## config.mk

```make
export PLATFORM = sky130hd
export DESIGN_NAME = ipref_stream_buffer_flat
export DESIGN_NICKNAME = d
export VERILOG_FILES = /design/src/rtl/ipref_stream_buffer_if.sv /design/src/rtl/ipref_stream_buffer.sv /design/src/flat_wrapper.sv
export SDC_FILE = /design/constraint.sdc
export NUM_CORES = 1
export LEC_CHECK = 0
export CORE_MARGIN = 1
export CORE_UTILIZATION = 52
export CTS_CLUSTER_SIZE = 40
export DETAILED_ROUTE_END_ITERATION = 16
export PLACE_DENSITY = 0.82
export SETUP_SLACK_MARGIN = 0.1
export SLEW_MARGIN = 20
export SYNTH_ARGS = -nofsm -noshare
export SYNTH_HDL_FRONTEND = slang
export SYNTH_SLANG_ARGS = --single-unit
```

## constraint.sdc

```tcl
create_clock -name clk_i -period 12.1 [get_ports clk_i]
set_input_delay 1.21 -clock clk_i [delete_from_list [all_inputs] [get_ports clk_i]]
set_output_delay 1.21 -clock clk_i [all_outputs]
set_load 0.05 [all_outputs]
```

## src/rtl/ipref_stream_buffer_if.sv

```systemverilog
// Lookup and line-fetch bundle of the instruction prefetch stream buffer.
// master: the stream buffer itself; slave: the I$ miss path plus the memory adapter.
interface ipref_stream_buffer_if #(
  parameter int unsigned PLEN       = 56,
  parameter int unsigned LINE_WIDTH = 128
);
  logic                  pf_req;
  logic [PLEN-1:0]       pf_addr;
  logic                  pf_resp_valid;
  logic                  found_block;
  logic                  ready_block;
  logic [LINE_WIDTH-1:0] pf_data;
  logic                  mem_req;
  logic [PLEN-1:0]       mem_addr;
  logic                  mem_gnt;
  logic                  mem_rvalid;
  logic [LINE_WIDTH-1:0] mem_rdata;

  modport master (
    input  pf_req, pf_addr, mem_gnt, mem_rvalid, mem_rdata,
    output pf_resp_valid, found_block, ready_block, pf_data, mem_req, mem_addr
  );

  modport slave (
    output pf_req, pf_addr, mem_gnt, mem_rvalid, mem_rdata,
    input  pf_resp_valid, found_block, ready_block, pf_data, mem_req, mem_addr
  );
endinterface

```

## src/rtl/ipref_stream_buffer.sv

```systemverilog
// Sequential-line instruction prefetch stream buffer: a FIFO of prefetched lines whose
// head is checked on each I$ miss; a mismatch restarts the stream after the miss line.
module ipref_stream_buffer #(
  parameter int unsigned SB_DEPTH       = 4,
  parameter int unsigned LINE_WIDTH     = 128,
  parameter int unsigned LOG2_PAGE_SIZE = 12,
  parameter int unsigned PLEN           = 56
) (
  input  logic                 clk_i,
  input  logic                 rst_i,
  input  logic                 en_i,
  input  logic                 flush_i,
  ipref_stream_buffer_if.master bus,
  output logic                 SB_full_o,
  output logic                 SB_empty_o,
  output logic                 ipref_hit_o,
  output logic                 ipref_miss_o
);
  localparam int unsigned LINE_OFFSET = $clog2(LINE_WIDTH / 8);
  localparam int unsigned TAG_W       = PLEN - LINE_OFFSET;
  localparam int unsigned PAGE_SHIFT  = LOG2_PAGE_SIZE - LINE_OFFSET;
  localparam int unsigned PAGE_W      = TAG_W - PAGE_SHIFT;
  localparam int unsigned PTR_W       = $clog2(SB_DEPTH);
  localparam int unsigned CNT_W       = PTR_W + 1;

  typedef enum logic [1:0] {
    IDLE  = 2'd0,
    REQ   = 2'd1,
    WAIT  = 2'd2,
    DRAIN = 2'd3
  } fsm_e;

  function automatic logic [PAGE_W-1:0] page_of(input logic [TAG_W-1:0] line);
    return line[TAG_W-1:PAGE_SHIFT];
  endfunction

  logic [SB_DEPTH-1:0]   valid_r;
  logic [SB_DEPTH-1:0]   rdy_r;
  logic [TAG_W-1:0]      tag_r  [SB_DEPTH];
  logic [LINE_WIDTH-1:0] data_r [SB_DEPTH];
  logic [PTR_W-1:0]      head_r;
  logic [PTR_W-1:0]      tail_r;
  logic [PTR_W-1:0]      fetch_idx_r;
  logic [CNT_W-1:0]      count_r;
  logic                  stream_r;
  logic [TAG_W-1:0]      next_line_r;
  logic [PAGE_W-1:0]     base_page_r;

  fsm_e                  state_r;
  logic                  mem_req_r;
  logic [PLEN-1:0]       mem_addr_r;
  logic                  drain_pend_r;

  logic                  resp_valid_r;
  logic                  found_r;
  logic                  ready_blk_r;
  logic [LINE_WIDTH-1:0] pf_data_r;
  logic                  hit_r;
  logic                  miss_r;
  logic                  full_r;
  logic                  empty_r;

  logic [TAG_W-1:0]      req_line_s;
  logic                  head_match_s;
  logic                  lookup_s;
  logic                  hit_s;
  logic                  pend_s;
  logic                  restart_s;
  logic                  kill_s;
  logic                  alloc_s;
  logic                  fill_s;
  logic                  in_page_s;
  logic                  start_s;
  logic [CNT_W-1:0]      count_nxt_s;

  // A flush masks the lookup, so a flushed request can neither hit nor restart.
  assign req_line_s   = bus.pf_addr[PLEN-1:LINE_OFFSET];
  assign head_match_s = valid_r[head_r] & (tag_r[head_r] == req_line_s);
  assign lookup_s     = bus.pf_req & ~flush_i & en_i;
  assign hit_s        = lookup_s & head_match_s & rdy_r[head_r];
  assign pend_s       = lookup_s & head_match_s & ~rdy_r[head_r];
  assign restart_s    = lookup_s & ~head_match_s;
  assign kill_s       = flush_i | restart_s;
  assign alloc_s      = (state_r == REQ) & bus.mem_gnt & ~kill_s & ~drain_pend_r;
  assign fill_s       = (state_r == WAIT) & bus.mem_rvalid & ~kill_s;
  assign in_page_s    = (page_of(next_line_r) == base_page_r);
  assign start_s      = (state_r == IDLE) & en_i & stream_r & in_page_s & ~kill_s
                        & (count_r != CNT_W'(SB_DEPTH));

  // Occupancy after this edge; a pop and an allocation together cancel out.
  always_comb begin
    count_nxt_s = count_r;
    if (kill_s) begin
      count_nxt_s = '0;
    end else if (alloc_s && !hit_s) begin
      count_nxt_s = count_r + CNT_W'(1);
    end else if (hit_s && !alloc_s) begin
      count_nxt_s = count_r - CNT_W'(1);
    end else begin
      count_nxt_s = count_r;
    end
  end

  // Entry storage, FIFO pointers and stream position.
  always_ff @(posedge clk_i) begin
    if (rst_i) begin
      valid_r     <= '0;
      rdy_r       <= '0;
      head_r      <= '0;
      tail_r      <= '0;
      fetch_idx_r <= '0;
      count_r     <= '0;
      stream_r    <= 1'b0;
      next_line_r <= '0;
      base_page_r <= '0;
    end else begin
      count_r <= count_nxt_s;
      if (kill_s) begin
        valid_r <= '0;
        rdy_r   <= '0;
        head_r  <= '0;
        tail_r  <= '0;
        if (flush_i) begin
          stream_r <= 1'b0;
        end else begin
          stream_r    <= 1'b1;
          next_line_r <= req_line_s + TAG_W'(1);
          base_page_r <= page_of(req_line_s);
        end
      end else begin
        if (alloc_s) begin
          valid_r[tail_r] <= 1'b1;
          rdy_r[tail_r]   <= 1'b0;
          tag_r[tail_r]   <= next_line_r;
          fetch_idx_r     <= tail_r;
          tail_r          <= tail_r + PTR_W'(1);
          next_line_r     <= next_line_r + TAG_W'(1);
        end
        if (fill_s) begin
          rdy_r[fetch_idx_r]  <= 1'b1;
          data_r[fetch_idx_r] <= bus.mem_rdata;
        end
        if (hit_s) begin
          valid_r[head_r] <= 1'b0;
          rdy_r[head_r]   <= 1'b0;
          head_r          <= head_r + PTR_W'(1);
        end
      end
    end
  end

  // Single-outstanding line fetch; a killed fetch is still granted/answered, then dropped.
  always_ff @(posedge clk_i) begin
    if (rst_i) begin
      state_r      <= IDLE;
      mem_req_r    <= 1'b0;
      mem_addr_r   <= '0;
      drain_pend_r <= 1'b0;
    end else begin
      case (state_r)
        IDLE: begin
          if (start_s) begin
            state_r      <= REQ;
            mem_req_r    <= 1'b1;
            mem_addr_r   <= {next_line_r, {LINE_OFFSET{1'b0}}};
            drain_pend_r <= 1'b0;
          end
        end
        REQ: begin
          if (bus.mem_gnt) begin
            mem_req_r    <= 1'b0;
            drain_pend_r <= 1'b0;
            state_r      <= (kill_s || drain_pend_r) ? DRAIN : WAIT;
          end else if (kill_s) begin
            drain_pend_r <= 1'b1;
          end
        end
        WAIT: begin
          if (bus.mem_rvalid) begin
            state_r <= IDLE;
          end else if (kill_s) begin
            state_r <= DRAIN;
          end
        end
        DRAIN: begin
          if (bus.mem_rvalid) begin
            state_r <= IDLE;
          end
        end
        default: begin
          state_r      <= IDLE;
          mem_req_r    <= 1'b0;
          drain_pend_r <= 1'b0;
        end
      endcase
    end
  end

  // Lookup response and occupancy flags, all registered.
  always_ff @(posedge clk_i) begin
    if (rst_i) begin
      resp_valid_r <= 1'b0;
      found_r      <= 1'b0;
      ready_blk_r  <= 1'b0;
      pf_data_r    <= '0;
      hit_r        <= 1'b0;
      miss_r       <= 1'b0;
      full_r       <= 1'b0;
      empty_r      <= 1'b1;
    end else begin
      resp_valid_r <= bus.pf_req;
      found_r      <= hit_s | pend_s;
      ready_blk_r  <= hit_s;
      hit_r        <= hit_s;
      miss_r       <= bus.pf_req & ~hit_s & ~pend_s;
      pf_data_r    <= hit_s ? data_r[head_r] : '0;
      full_r       <= (count_nxt_s == CNT_W'(SB_DEPTH));
      empty_r      <= (count_nxt_s == '0);
    end
  end

  assign bus.pf_resp_valid = resp_valid_r;
  assign bus.found_block   = found_r;
  assign bus.ready_block   = ready_blk_r;
  assign bus.pf_data       = pf_data_r;
  assign bus.mem_req       = mem_req_r;
  assign bus.mem_addr      = mem_addr_r;
  assign SB_full_o         = full_r;
  assign SB_empty_o        = empty_r;
  assign ipref_hit_o       = hit_r;
  assign ipref_miss_o      = miss_r;
endmodule

```

## src/flat_wrapper.sv

```systemverilog
// flat-port wrapper written by rule: the top's interface ports become plain ports
module ipref_stream_buffer_flat 
#(
  parameter int unsigned SB_DEPTH       = 4,
  parameter int unsigned LINE_WIDTH     = 128,
  parameter int unsigned LOG2_PAGE_SIZE = 12,
  parameter int unsigned PLEN           = 56
)
  (clk_i, rst_i, en_i, flush_i, SB_full_o, SB_empty_o, ipref_hit_o, ipref_miss_o, bus_pf_req, bus_pf_addr, bus_mem_gnt, bus_mem_rvalid, bus_mem_rdata, bus_pf_resp_valid, bus_found_block, bus_ready_block, bus_pf_data, bus_mem_req, bus_mem_addr);
  ipref_stream_buffer_if #(.PLEN(PLEN), .LINE_WIDTH(LINE_WIDTH)) bus_i ();
  input  logic clk_i;
  input  logic rst_i;
  input  logic en_i;
  input  logic flush_i;
  output logic SB_full_o;
  output logic SB_empty_o;
  output logic ipref_hit_o;
  output logic ipref_miss_o;
  input wire logic [$bits(bus_i.pf_req)-1:0] bus_pf_req;
  input wire logic [$bits(bus_i.pf_addr)-1:0] bus_pf_addr;
  input wire logic [$bits(bus_i.mem_gnt)-1:0] bus_mem_gnt;
  input wire logic [$bits(bus_i.mem_rvalid)-1:0] bus_mem_rvalid;
  input wire logic [$bits(bus_i.mem_rdata)-1:0] bus_mem_rdata;
  output wire logic [$bits(bus_i.pf_resp_valid)-1:0] bus_pf_resp_valid;
  output wire logic [$bits(bus_i.found_block)-1:0] bus_found_block;
  output wire logic [$bits(bus_i.ready_block)-1:0] bus_ready_block;
  output wire logic [$bits(bus_i.pf_data)-1:0] bus_pf_data;
  output wire logic [$bits(bus_i.mem_req)-1:0] bus_mem_req;
  output wire logic [$bits(bus_i.mem_addr)-1:0] bus_mem_addr;
  assign bus_i.pf_req = bus_pf_req;
  assign bus_i.pf_addr = bus_pf_addr;
  assign bus_i.mem_gnt = bus_mem_gnt;
  assign bus_i.mem_rvalid = bus_mem_rvalid;
  assign bus_i.mem_rdata = bus_mem_rdata;
  assign bus_pf_resp_valid = bus_i.pf_resp_valid;
  assign bus_found_block = bus_i.found_block;
  assign bus_ready_block = bus_i.ready_block;
  assign bus_pf_data = bus_i.pf_data;
  assign bus_mem_req = bus_i.mem_req;
  assign bus_mem_addr = bus_i.mem_addr;
  ipref_stream_buffer #(.SB_DEPTH(SB_DEPTH), .LINE_WIDTH(LINE_WIDTH), .LOG2_PAGE_SIZE(LOG2_PAGE_SIZE), .PLEN(PLEN)) u_core (.clk_i(clk_i), .rst_i(rst_i), .en_i(en_i), .flush_i(flush_i), .bus(bus_i), .SB_full_o(SB_full_o), .SB_empty_o(SB_empty_o), .ipref_hit_o(ipref_hit_o), .ipref_miss_o(ipref_miss_o));
endmodule
```

==> results of run 1 <==
## routing by layer
metal	vias up	share of wire
met3	251	0.094
met4	18	0.041
met5	-	0.0011
met1	12500	0.38
met2	1224	0.49
li1	10800	-
## layout by cell type (no fill, tap or decap), types with 13 or more instances in the layout
| cell | count |
|---|---|
| and2_1 | 14 |
| edfxtp_1 | 720 |
| nand3_1 | 55 |
| o21ai_0 | 26 |
| clkbuf_1 | 15 |
| and3_1 | 28 |
| nor3_1 | 35 |
| nor2_1 | 133 |
| dfxtp_1 | 302 |
| inv_1 | 32 |
| mux4_2 | 164 |
| buf_4 | 33 |
| nor4_1 | 26 |
| clkdlybuf4s50_1 | 373 |
| nand2_1 | 203 |
| mux2i_1 | 115 |
| xor2_1 | 84 |
| clkinv_2 | 15 |
| and4_1 | 13 |
| a21oi_1 | 93 |
| nor2b_1 | 141 |
| nand4_1 | 41 |
| mux2_2 | 20 |
| xnor2_1 | 64 |
| o22ai_1 | 31 |
| clkbuf_16 | 102 |
## metrics by stage
| stage | setup WS [ps] | hold WS [ps] | setup TNS, ps | total power (uW) | std cells |
|---|---|---|---|---|---|
| 2_1_floorplan | -957 | 445 | -245040 | 3940 | 2694 |
| 3_3_place_gp | 4450 | 453 | 0 | 4070 | 3972 |
| 3_5_place_dp | 4460 | 458 | 0 | 4080 | 3972 |
| 4_1_cts | 4660 | 467 | 0 | 7300 | 4162 |
| 5_1_grt | 4420 | 486 | 0 | 7440 | 4165 |
| 6_report | 4640 | 468 | 0 | 7270 | 4168 |
## flip-flops by register name, summed over array words and instances, names as in the netlist, 2 cells and up, named ones only
register	cells
u_core.data_r	512
u_core.fetch_idx_r	2
u_core.base_page_r	44
u_core.bus.mem_addr	52
u_core.head_r	2
u_core.rdy_r	4
u_core.count_r	3
u_core.valid_r	4
u_core.tag_r	208
u_core.tail_r	2
u_core.state_r	2
u_core.bus.pf_data	128
u_core.next_line_r	52
## synth_stat cells, drive strengths merged, types with 3 or more instances
master,count
a211o,4
a211oi,12
a21o,3
a21oi,94
a221oi,5
a22oi,5
a311oi,3
a31o,4
a31oi,12
and2,15
and3,32
and4,13
buf,56
clkbuf,113
dfxtp,306
edfxtp,720
ha,12
inv,32
mux2,20
mux2i,118
mux4,164
nand2,203
nand2b,9
nand3,55
nand3b,3
nand4,41
nor2,135
nor2b,141
nor3,41
nor4,26
o211ai,9
o21a,3
o21ai,31
o21bai,3
o22ai,31
o2bb2ai,4
o31ai,3
o32ai,4
or2,6
or3,9
or4,11
xnor2,64
xor2,84
## final timing paths
| kind | from | endpoint | slack, ps | depth (start not counted) |
|---|---|---|---|---|
| worst min-delay path | u_core.base_page_r[42]$_SDFFE_PP0P_ | u_core.base_page_r[42]$_SDFFE_PP0P_ | 470 | 2 |
| worst max-delay path | flop | u_core.next_line_r[34]$_SDFFE_PP0P_ | 4640 | 21 |
| worst max register to register | flop | u_core.next_line_r[34]$_SDFFE_PP0P_ | 4640 | 21 |
| worst min register to register | u_core.base_page_r[42]$_SDFFE_PP0P_ | u_core.base_page_r[42]$_SDFFE_PP0P_ | 470 | 2 |
## worst min-delay path, cell delays in order (launching register included)
cell     delay [ps]
dfxtp_1         320
nand2_1          50
a21oi_1          50
## cell type report
| class | instances | area (um^2) | area share |
|---|---|---|---|
| well taps | 1040 | 1300 | 0.0267 |
| multi-input cells | 1467 | 12100 | 0.248 |
| clock inverters | 61 | 746 | 0.0153 |
| flip-flops and latches | 1026 | 27800 | 0.569 |
| diodes | 6 | 15.0 | 0.000308 |
| repair buffers | 407 | 4000 | 0.0820 |
| inverters | 32 | 120 | 0.00246 |
| clock buffers | 129 | 2770 | 0.0568 |
## power by group
group | internal [uW] | leakage [uW] | total (uW) | switching [uW]
clock network | 1880 | 0.00171 | 3260 | 1380
registers | 3760 | 0.00889 | 3780 | 25.5
logic | 93.7 | 0.00499 | 229 | 135
## logic make-up (layout without fill, tap and decap cells)
group	Yosys count	after routing
AO/OA/AOI/OAI	252	252
AND/OR/NAND/NOR	749	749
other	1	10
buffers and inverters	201	629
XOR/XNOR	148	148
multiplexers	302	302
adder cells (fa/ha/maj)	12	12
flip-flops	1026	1026
==> results.toml, run 1 <==
[critical_path]
crit_arrival_ps = 7950
crit_buf_inv = 2
cp_max_fo = 51
path_delay_family = "simple AND/OR/NAND/NOR gates"
cp_cell_sequence = "buf_4, mux2i_1, a221oi_1, a41oi_1, nor3_1, nand4_1, o41ai_4, buf_4, nand2_1, nand2_1, ha_1, and4_1, nand4_1, or4_1, or4_1, nor2_1, nand3_1, mux2_2, o21a_1, o21ai_0, a21oi_1"
end_kind = "flop"
critPathLaunchType = "flop"
crit_required_ps = 12590
max_stage_delay_ps = 740
crit_type = "reg2reg"
slowest_stage = "buf_4"

[grt]
overflow = 0
met3_usage = 0.0764
grt_pass1_wl_um = 161000
grt_pass1_vias = 25300
antenna_found_initial = 15
grtUsageTotal = 0.275
grt-busiest-layer = "met2"
grt_max_degree = 102
use_met2 = 0.450
met1_usage = 0.344

[timing]
tightest_slew_ps = 1060
rsz0062_at_grt = "false"
finClkSkew_ps = 53.9
hold_viol_final = 0
setup_viol = 0
maxSlewViolCount = 0
slew-limit-headroom = 0.295
period_needed_ps = 7460
max_freq_mhz = 134
fin_crit_sh = 0.617

[floorplan]
die_area_mm2 = 0.0793
start_util = 0.526
die_width_um = 282
chipHeight_um = 282
ios = 383
coreArea_mm2 = 0.0773
rows = 102

[synthesis]
avgSynthCellArea_um2 = 15.1
synthFlopType = "edfxtp_1"
synth_top_family_by_area = "multiplexers"
synth-xor-area-share = 0.0319
synth-seq-cells = 1026
yosysTopAreaCellShare = 0.532
synth-edff-count = 720
synthTopCellsByArea = "edfxtp_1 53%, dfxtp_1 15%, mux4_2 9.1%"
synth_compound_area_frac = 0.0399
synthMuxAreaShare = 0.126
ys.warnings.count = 0
syn_inst = 2691
syn_area_mm2 = 0.0406
synth-adder-area-share = 0.00369
yosys.area_share.simple = 0.0937
ys_async_sr_fraction = 0
yosys.area.top_type = "edfxtp_1"
ys_seq_area_frac = 0.683
ys_types = 82

[layout]
finalNetCount = 3237
final_core_util = 0.631
drive_gt1_frac = 0.133
syn_to_final_growth_pct = 20.1
n_fill_cell = 5341
final_area_mm2 = 0.0488

[status]
status = "complete, no violations"

[placement]
io_buffers = 374
placed_cell_area_mm2 = 0.0453
hpwl_um = 69500
gp_congestion = 0.930

[drt]
wire_per_inst_um = 26.3
viasPerCell = 5.95
dr.pass1.iters = 6
vias = 24800
detail-route-antenna-nets = 0
routed_wl_um = 110000
first_iter_violations = 2587
drc = 0

[power_and_ir_drop]
ir_worst_vdd_mv = 0.176
power_density_mw_per_mm2 = 149
p_leak_uw = 0.0156

[clock_tree]
clockBufferDepth = 3
cts_setup_buffers = 0
cts_buffers = 100
cts_tree = "yes"
clkTransAtPathRegs_ps = 70
cts-resized-gates = 0
htree_levels = 3
clk_latency_ps = 670
ctsHoldBuffers = 0
cts_root_buf = "clkbuf_16"
clock-sinks = 1026

[hold_path]
hp-class = "reg2reg"

[flow_run]
maxCapViolations = 0
Note: power is estimated with default switching activity, not from simulation.
==> inputs of run 2 (changes only) <==
--- a/config.mk
+++ b/config.mk
@@ -6,10 +6,10 @@
 export NUM_CORES = 1
 export LEC_CHECK = 0
 export CORE_MARGIN = 1
-export CORE_UTILIZATION = 52
+export CORE_UTILIZATION = 57
 export CTS_CLUSTER_SIZE = 40
 export DETAILED_ROUTE_END_ITERATION = 16
-export PLACE_DENSITY = 0.82
+export PLACE_DENSITY = 0.85
 export SETUP_SLACK_MARGIN = 0.1
 export SLEW_MARGIN = 20
 export SYNTH_ARGS = -nofsm -noshare
==> constraint.sdc (replaced) <==
create_clock -name clk_i -period 7.2 [get_ports clk_i]
set_input_delay 0.72 -clock clk_i [delete_from_list [all_inputs] [get_ports clk_i]]
set_output_delay 0.72 -clock clk_i [all_outputs]
set_load 0.05 [all_outputs]
==> run 2 against run 1 <==
  * Combinational power increased by 75%
  * Clock power up 64%
  * Final cell count decreased by 1.6%
  * Core utilization up 6.6 points
  * Via count rose by 3.9%
  * Die area decreased by 8.7%
  * Flip-flop and latch count did not move
  * Power grew 66%
  * Critical endpoint unchanged
  * First-iteration DRC count is 18% higher
  * Register-to-register slack worse by 4200 ps
  * Clock-buffer cell count grew 11
==> results.toml, run 2 (synthesis gave the netlist of run 1 again) <==
[placement]
gp_congestion = 0.977
io_buffers = 374
placed_cell_area_mm2 = 0.0456
dp_cells = 3915
hpwl_um = 71200

[critical_path]
crit_arrival_ps = 7280
crit_required_ps = 7680
slowest_stage = "dfxtp_4"
critPathLaunchType = "flop"
cp_max_fo = 32
crit_type = "reg2reg"
cp_cell_sequence = "buf_4, mux4_2, xnor2_1, nand4_1, or4_4, o41ai_4, nand2_1, nand2_1, ha_1, and4_1, nand4_1, or4_1, or4_1, nor2_1, nand3_1, mux2_2, o21a_1, o21ai_0, a21oi_1"
max_stage_delay_ps = 740
end_kind = "flop"

[power_and_ir_drop]
ir_worst_vdd_mv = 0.274
power_density_mw_per_mm2 = 247
p_leak_uw = 0.0158

[drt]
dr.pass1.iters = 8
wire_per_inst_um = 27.6
routed_wl_um = 113000
viasPerCell = 6.29
first_iter_violations = 3062
detail-route-antenna-nets = 0
vias = 25800
drc = 0

[status]
status = "complete, no violations"

[grt]
grtUsageTotal = 0.312
antenna_found_initial = 6
grt_max_degree = 129
grt_pass1_wl_um = 165000
overflow = 0
grt_pass1_vias = 25700

[floorplan]
chipHeight_um = 269
ios = 383
die_area_mm2 = 0.0724
coreArea_mm2 = 0.0703
rows = 97
die_width_um = 269
start_util = 0.578

[flow_run]
maxCapViolations = 0

[timing]
fin_crit_sh = 0.944
max_freq_mhz = 147
tightest_slew_ps = 1120
setup_viol = 0
maxSlewViolCount = 0
rsz0062_at_grt = "false"
hold_viol_final = 0
finClkSkew_ps = 45.1
slew-limit-headroom = 0.247
period_needed_ps = 6790

[layout]
syn_to_final_growth_pct = 20.5
drive_gt1_frac = 0.144
layout_commonest_cell = "edfxtp_1"
finalNetCount = 3277
largest_register_ffs = 512
final_core_util = 0.697
layout_common_cells = "720 x edfxtp_1, 373 x clkdlybuf4s50_1, 302 x dfxtp_1, 203 x nand2_1, 164 x mux4_2"
top_register = "u_core.data_r"
final_area_mm2 = 0.0490
instances_no_fill = 4101
multi_input_area_mm2 = 0.0121
n_fill_cell = 4338
seqCellArea_mm2 = 0.0278

[clock_tree]
cts_buffers = 97
cts_setup_buffers = 0
clkTransAtPathRegs_ps = 60
ctsHoldBuffers = 0
clock-sinks = 1026
cts_tree = "yes"
clk_latency_ps = 680
htree_levels = 3
cts_root_buf = "clkbuf_16"
cts-resized-gates = 0
clockBufferDepth = 3

[hold_path]
hp-class = "reg2reg"
-- run 2: worst max-delay path, delay by kind of cell (launching register included) --
| family | cells | cell delay (ps) |
|---|---|---|
| compound gates | 4 | 970 |
| xor+xnor | 1 | 500 |
| fa+ha+maj | 1 | 250 |
| buf+inv | 1 | 310 |
| flops | 1 | 740 |
| mux | 2 | 880 |
| simple gates | 10 | 2950 |
-- run 2: final cells by class --
cell class                 count  share of cell area
antenna                        3            0.000153
clock buffer                 140              0.0576
clock inverter                43              0.0112
inverter                      32             0.00245
multi-input combinational   1467               0.247
sequential                  1026               0.567
tap                          940              0.0240
timing repair buffer         450              0.0911
-- run 2: path summary, 6_finish.rpt --
path,cells after the start,slack (ps),startpoint,end
hold / removal,2,470,u_core.base_page_r[5]$_SDFFE_PP0P_,u_core.base_page_r[5]$_SDFFE_PP0P_
setup reg to reg,19,410,flop,u_core.next_line_r[34]$_SDFFE_PP0P_
hold reg to reg,2,470,u_core.base_page_r[5]$_SDFFE_PP0P_,u_core.base_page_r[5]$_SDFFE_PP0P_
setup / recovery,19,410,flop,u_core.next_line_r[34]$_SDFFE_PP0P_
-- run 2: per-layer routing --
layer | routed length (um) | track usage | share of wire | vias to the layer above
li1 | - | - | - | 10900
met1 | 40500 | 0.390 | 0.36 | 12900
met2 | 56300 | 0.523 | 0.50 | 1682
met3 | 11100 | 0.0689 | 0.098 | 320
met4 | 5100 | 0.137 | 0.045 | 8
met5 | 53 | 0 | 0.00047 | -
-- run 2: metrics by stage --
| stage | setup TNS, ps | hold WS, ps | total power [uW] | setup WS, ps |
|---|---|---|---|---|
| detailed placement | 0 | 458 | 6860 | 607 |
| finish | 0 | 469 | 12100 | 406 |
| floorplan | -426740 | 445 | 6620 | -1670 |
| CTS | 0 | 466 | 12100 | 538 |
| global placement | 0 | 453 | 6850 | 538 |
| global route | 0 | 487 | 12400 | 155 |
-- run 2: where the power goes --
| group | switching, uW | internal (uW) | leakage, uW | total (uW) |
|---|---|---|---|---|
| combinational | 236 | 164 | 0.00525 | 400 |
| sequential | 44.3 | 6310 | 0.00889 | 6360 |
| clock | 2290 | 3050 | 0.00166 | 5340 |
